$ cat config.mk
export PLATFORM = sky130hd
export DESIGN_NAME = seg_scan
export DESIGN_NICKNAME = d
export VERILOG_FILES = /design/src/rtl/seg_scan_pkg.sv /design/src/rtl/bcd_to_seg7.sv /design/src/rtl/seg_scan.sv
export SDC_FILE = /design/constraint.sdc
export NUM_CORES = 1
export LEC_CHECK = 0
export CORE_ASPECT_RATIO = 0.9
export CORE_MARGIN = 4
export CORE_UTILIZATION = 50
export CTS_CLUSTER_SIZE = 24
export DETAILED_ROUTE_END_ITERATION = 12
export PLACE_DENSITY_LB_ADDON = 0.12
export SYNTH_ARGS = -nofsm -noshare
export SYNTH_HDL_FRONTEND = slang
export SYNTH_SLANG_ARGS = --single-unit
export TNS_END_PERCENT = 30
$ cat constraint.sdc
create_clock -name CLK_50MHz -period 4 [get_ports CLK_50MHz]
set_input_delay 0.4 -clock CLK_50MHz [delete_from_list [all_inputs] [get_ports CLK_50MHz]]
set_output_delay 0.4 -clock CLK_50MHz [all_outputs]
set_load 0.005 [all_outputs]
$ cat src/rtl/seg_scan_pkg.sv
// Shared constants and types for the multiplexed seven-segment clock display.
package seg_scan_pkg;

    localparam int unsigned IDX_W   = 3;
    localparam int unsigned DIGIT_W = 4;
    localparam int unsigned SEG_W   = 7;
    localparam int unsigned POS_N   = 8;

    typedef logic [DIGIT_W-1:0] digit_t;
    typedef logic [IDX_W-1:0]   idx_t;

    // Display positions; digit positions double as set-mode select codes.
    localparam idx_t POS_SEC_D  = 3'd0;
    localparam idx_t POS_SEC_G  = 3'd1;
    localparam idx_t POS_SEP_LO = 3'd2;
    localparam idx_t POS_MIN_D  = 3'd3;
    localparam idx_t POS_MIN_G  = 3'd4;
    localparam idx_t POS_SEP_HI = 3'd5;
    localparam idx_t POS_HOUR_D = 3'd6;
    localparam idx_t POS_HOUR_G = 3'd7;

    // Active-low segment patterns, bit 0 = a .. bit 6 = g.
    localparam logic [SEG_W-1:0] SEG_BLANK = 7'h7F;
    localparam logic [SEG_W-1:0] SEG_SEP   = 7'h3F;
    localparam logic [SEG_W-1:0] SEG_E     = 7'h06;

    function automatic logic is_sep(input idx_t pos);
        return (pos == POS_SEP_LO) || (pos == POS_SEP_HI);
    endfunction

endpackage

$ cat src/rtl/bcd_to_seg7.sv
// BCD digit to active-low seven-segment pattern; values 10..15 show 'E'.
module bcd_to_seg7
    import seg_scan_pkg::*;
(
    input  digit_t           value_i,
    output logic [SEG_W-1:0] seg_c_o
);

    // Pure lookup, no state.
    always_comb begin
        seg_c_o = SEG_E;
        case (value_i)
            4'd0:    seg_c_o = 7'h40;
            4'd1:    seg_c_o = 7'h79;
            4'd2:    seg_c_o = 7'h24;
            4'd3:    seg_c_o = 7'h30;
            4'd4:    seg_c_o = 7'h19;
            4'd5:    seg_c_o = 7'h12;
            4'd6:    seg_c_o = 7'h02;
            4'd7:    seg_c_o = 7'h78;
            4'd8:    seg_c_o = 7'h00;
            4'd9:    seg_c_o = 7'h10;
            default: seg_c_o = SEG_E;
        endcase
    end

endmodule

$ cat src/rtl/seg_scan.sv
// Eight-position display scanner for the HH-MM-SS clock.
// Optional macro SEG_SCAN_BLINK_EN: blink the selected digit in set mode
// instead of lighting its decimal point.
module seg_scan
    import seg_scan_pkg::*;
#(
    parameter int unsigned SCAN_DIV  = 50000,
    parameter int unsigned BLINK_DIV = 12500000
) (
    input  logic             CLK_50MHz,
    input  logic             reset,
    input  digit_t           second_d,
    input  digit_t           second_g,
    input  digit_t           minute_d,
    input  digit_t           minute_g,
    input  digit_t           hour_d,
    input  digit_t           hour_g,
    input  logic [IDX_W-1:0] select,
    input  logic             select_enable,
    output logic [POS_N-1:0] dig_sel,
    output logic [SEG_W-1:0] seg,
    output logic             dp
);

    localparam int unsigned PRE_W = $clog2(SCAN_DIV);

    if (SCAN_DIV < 2 || BLINK_DIV < 2) begin : g_bad_div
        $error("seg_scan: SCAN_DIV and BLINK_DIV must be at least 2");
    end

    logic [PRE_W-1:0] pre_q, pre_d;
    idx_t             idx_q, idx_d;
    logic [POS_N-1:0] dig_sel_q, dig_sel_d;
    logic [SEG_W-1:0] seg_q, seg_d;
    logic             dp_q, dp_d;
    logic             tick;
    digit_t           digit;
    logic [SEG_W-1:0] dec_seg;
    logic             sel_hit;
    logic             blank_msd;

    // Slot prescaler and position walk; the enable moves on the tick edge.
    always_comb begin
        tick      = (pre_q == PRE_W'(SCAN_DIV - 1));
        pre_d     = tick ? '0 : pre_q + PRE_W'(1);
        idx_d     = tick ? idx_q + IDX_W'(1) : idx_q;
        dig_sel_d = tick ? ~(POS_N'(1) << idx_d) : dig_sel_q;
    end

    // Digit routed to the position being presented after this edge.
    always_comb begin
        digit = '0;
        case (idx_d)
            POS_SEC_D:  digit = second_d;
            POS_SEC_G:  digit = second_g;
            POS_MIN_D:  digit = minute_d;
            POS_MIN_G:  digit = minute_g;
            POS_HOUR_D: digit = hour_d;
            POS_HOUR_G: digit = hour_g;
            default:    digit = '0;
        endcase
    end

    bcd_to_seg7 u_dec (
        .value_i (digit),
        .seg_c_o (dec_seg)
    );

`ifdef SEG_SCAN_BLINK_EN
    localparam int unsigned BLINK_W = $clog2(BLINK_DIV);

    logic [BLINK_W-1:0] blink_q, blink_d;
    logic               hidden_q, hidden_d;

    // Blink half-period timer; idles visible outside set mode.
    always_comb begin
        blink_d  = '0;
        hidden_d = 1'b0;
        if (select_enable) begin
            if (blink_q == BLINK_W'(BLINK_DIV - 1)) begin
                blink_d  = '0;
                hidden_d = ~hidden_q;
            end else begin
                blink_d  = blink_q + BLINK_W'(1);
                hidden_d = hidden_q;
            end
        end
    end

    // Blink timer state.
    always_ff @(posedge CLK_50MHz or negedge reset) begin
        if (!reset) begin
            blink_q  <= '0;
            hidden_q <= 1'b0;
        end else begin
            blink_q  <= blink_d;
            hidden_q <= hidden_d;
        end
    end
`endif

    // Segment/decimal-point selection; separators never blink or take dp.
    always_comb begin
        sel_hit = select_enable && (select == idx_d) && !is_sep(idx_d);
`ifdef SEG_SCAN_BLINK_EN
        blank_msd = (idx_d == POS_HOUR_G) && (hour_g == '0) && !sel_hit;
        dp_d      = 1'b1;
        seg_d     = dec_seg;
        if (is_sep(idx_d)) begin
            seg_d = SEG_SEP;
        end else if ((sel_hit && hidden_q) || blank_msd) begin
            seg_d = SEG_BLANK;
        end
`else
        blank_msd = (idx_d == POS_HOUR_G) && (hour_g == '0);
        dp_d      = !sel_hit;
        seg_d     = dec_seg;
        if (is_sep(idx_d)) begin
            seg_d = SEG_SEP;
        end else if (blank_msd) begin
            seg_d = SEG_BLANK;
        end
`endif
    end

    // Scan state and registered display outputs.
    always_ff @(posedge CLK_50MHz or negedge reset) begin
        if (!reset) begin
            pre_q     <= '0;
            idx_q     <= POS_HOUR_G;
            dig_sel_q <= '1;
            seg_q     <= SEG_BLANK;
            dp_q      <= 1'b1;
        end else begin
            pre_q     <= pre_d;
            idx_q     <= idx_d;
            dig_sel_q <= dig_sel_d;
            seg_q     <= seg_d;
            dp_q      <= dp_d;
        end
    end

    assign dig_sel = dig_sel_q;
    assign seg     = seg_q;
    assign dp      = dp_q;

endmodule

==> run summary <==
status = complete, no violations
min-delay worst type = reg2reg
Peak VDD IR = 0.272 mV
Post-synth top cells = nor2_1, dfstp_2, nand2_1, nand3_1, dfrtp_1
top-count cell post-synth = nor2_1
fin crit share = 0.883
Hold Path Stages = 1
Synth cell types = 43
clk_skew = 0.00763 ns
average wire per standard cell = 15.1 um
Data required, critical path = 4.23 ns
f_max = 283 MHz
Clock Pin Slew Worst Setup and Hold Paths = 0.07 ns
Remaining DRCs = 0
PwrDens = 292 nW/um^2
Net Count, Synth = 238
IO Port Bufs = 45
CP max FO = 9
Num CTS Buffers = 5
Buf/Inv on CP = 3
reg2reg start = pre_q[11]$_DFF_PN0_
pre-CTS setup slack = 0.508 ns
worst slew pin tran = 0.928 ns
critical path's slowest cell = or4b_4
minimum hold slack = 0.466 ns
Worst Setup Start Kind = flop
#FFs+latches synth = 35
latest clock arrival within the worst-skew pair = 0.28 ns
final WL = 4490 um
Post-CTS Setup Bufs = 0
diodes inserted = 0
Layout area overhead = 31.4%
post-route ant nets = 0
initial drt markers = 62
leading area contributor after synthesis = dfstp_2
endpoint class of the critical path = flop
fin nets = 288
Final Util = 0.690
vias in the first global route = 1,531
Post-synth EDFFs = 0
share of the synthesized area in the top cell type = 0.251
Synth async-reset ratio = 1.00
die area = 5050 um^2
Worst Hold End = pre_q[0]$_DFF_PN0_
dpl cell area = 2490 um^2
Worst path top cell family by delay = simple AND/OR/NAND/NOR gates
initial core utilization = 0.525
FP Rows = 21
Die H = 67.8 um
Post-Syn Instances = 201
area of the mapped netlist = 1990 um^2
crit-path max cell delay = 0.60 ns
DP HPWL = 3460 um
Die X = 74.5 um
gr ovfl total = 0
Hold Path Origin = pre_q[0]$_DFF_PN0_
layout cells sized above 1 = 0.179
register area share after synthesis = 0.453
CTS tree = built
Worst Path Arrival = 3.76 ns
I/O pin count = 46
Syn. warnings = 0
CTS Root Cell = clkbuf_8
H-tree lvl count = 2
Max-Cap Viols = 0
initial antenna violation count = 0
largest net degree at the start of global routing = 36
Pre-antenna DRT Iters = 4
setup ws final = 0.467 ns
Final Cell Area = 2610 um^2
Fillers = 302
crit-path most repeated cell = inv_1
post_cts resized = 0
worst path cell trace = or4b_4 > nor4_2 > xnor2_1 > inv_2 > and2_1 > a22oi_1 > nand3_1 > inv_1 > ha_1 > inv_1 > or2_1 > mux2_2 > nand2_1
Final Critical Period = 3.53 ns
syn_area_per_cell = 9.89 um^2
Synth Flop Type = dfstp_2
dominant cells by area after synthesis = dfstp_2, dfrtp_1, ha_1
Clock Path Buffers = 2
P_leak = 0.00107 uW
R2R setup slack = 0.47 ns
Final setup viols = 0
CORE AREA = 3780 um^2
GPL Wtd Cong = 0.802
reg2reg path depth = 13
Setup TNS = 0 ns
RR Endpoint = seg[2]$_DFF_PN1_
CP Class = reg2reg
CTS Hold Bufs = 0
global-route usage over all layers = 0.188
unrepaired setup endpoints after global routing = false
Sink Count = 35
Final Max Tran Viols = 0
routed vias/inst = 5.52
Slew headroom = 0.377
via count = 1,646
global-route wire length before repair = 7080 um
final hold violation count = 0
cells in the final DEF, fill, tap and decap left out, drive strengths merged, types with 3 or more instances in the layout:
cell,n
clkbuf,6
nor4,4
and2,3
buf,4
nor2,23
nor2b,3
a21oi,7
mux2i,5
nand3,18
clkdlybuf4s50,45
a222oi,4
xnor2,9
or4,3
nand4,3
and3,5
dfstp,19
mux2,3
ha,7
xor2,10
inv,4
nor3,7
o21ai,11
dfrtp,16
nand2,17
power breakdown:
group	total [uW]	switching (uW)	internal (uW)	leakage, uW
clock	326	124	202	0.0000612
combinational	71.7	27.4	44.3	0.000605
sequential	365	1.31	364	0.000406
total	762	153	609	0.00107
layout make-up:
| class | instances | area (um^2) | area share |
|---|---|---|---|
| multi-input cells | 156 | 1040 | 0.399 |
| flip-flops and latches | 35 | 900 | 0.345 |
| inverters | 4 | 15.0 | 0.00575 |
| clock inverters | 2 | 35.0 | 0.0134 |
| well taps | 46 | 57.6 | 0.0220 |
| repair buffers | 49 | 480 | 0.184 |
| clock buffers | 6 | 82.6 | 0.0316 |
logic make-up after synthesis:
group           count (synthesis)  share of synthesized area
fa+ha+maj                       7                     0.0441
xor+xnor                       19                     0.0838
simple gates                   95                      0.266
flops                          35                      0.453
compound gates                 27                     0.0875
mux                             8                     0.0422
buf+inv                        10                     0.0233
worst max path at each step:
stage / start / slack (ns) / endpoint / cells after the start
after CTS: pre_q[11]$_DFF_PN0_ / 0.49 / seg[2]$_DFF_PN1_ / 13
final: pre_q[11]$_DFF_PN0_ / 0.47 / seg[2]$_DFF_PN1_ / 13
after floorplan: pre_q[11]$_DFF_PN0_ / 0.90 / seg[2]$_DFF_PN1_ / 13
after global routing: pre_q[11]$_DFF_PN0_ / 0.25 / seg[2]$_DFF_PN1_ / 13
after global placement: pre_q[11]$_DFF_PN0_ / 0.61 / seg[2]$_DFF_PN1_ / 13
after detailed placement: pre_q[11]$_DFF_PN0_ / 0.51 / seg[2]$_DFF_PN1_ / 13
registers in the layout (all words and copies together), names as in the netlist:
| signal | count |
|---|---|
| dig_sel | 8 |
| dp | 1 |
| idx_q | 3 |
| pre_q | 16 |
| seg | 7 |
through the flow:
stage	total power [uW]	instances
3_3_place_gp	443	290
4_1_cts	771	298
2_1_floorplan	390	201
5_1_grt	794	298
3_5_place_dp	444	290
6_report	762	298
per-layer routing:
metal  GRT usage  vias to the layer above  share of wire
li1            -                      813              -
met5           0                        -              0
met2       0.284                       38           0.47
met4      0.0667                        0         0.0056
met1       0.265                      793           0.48
met3      0.0402                        2          0.049
No activity file was read; power rests on OpenSTA's default activity.
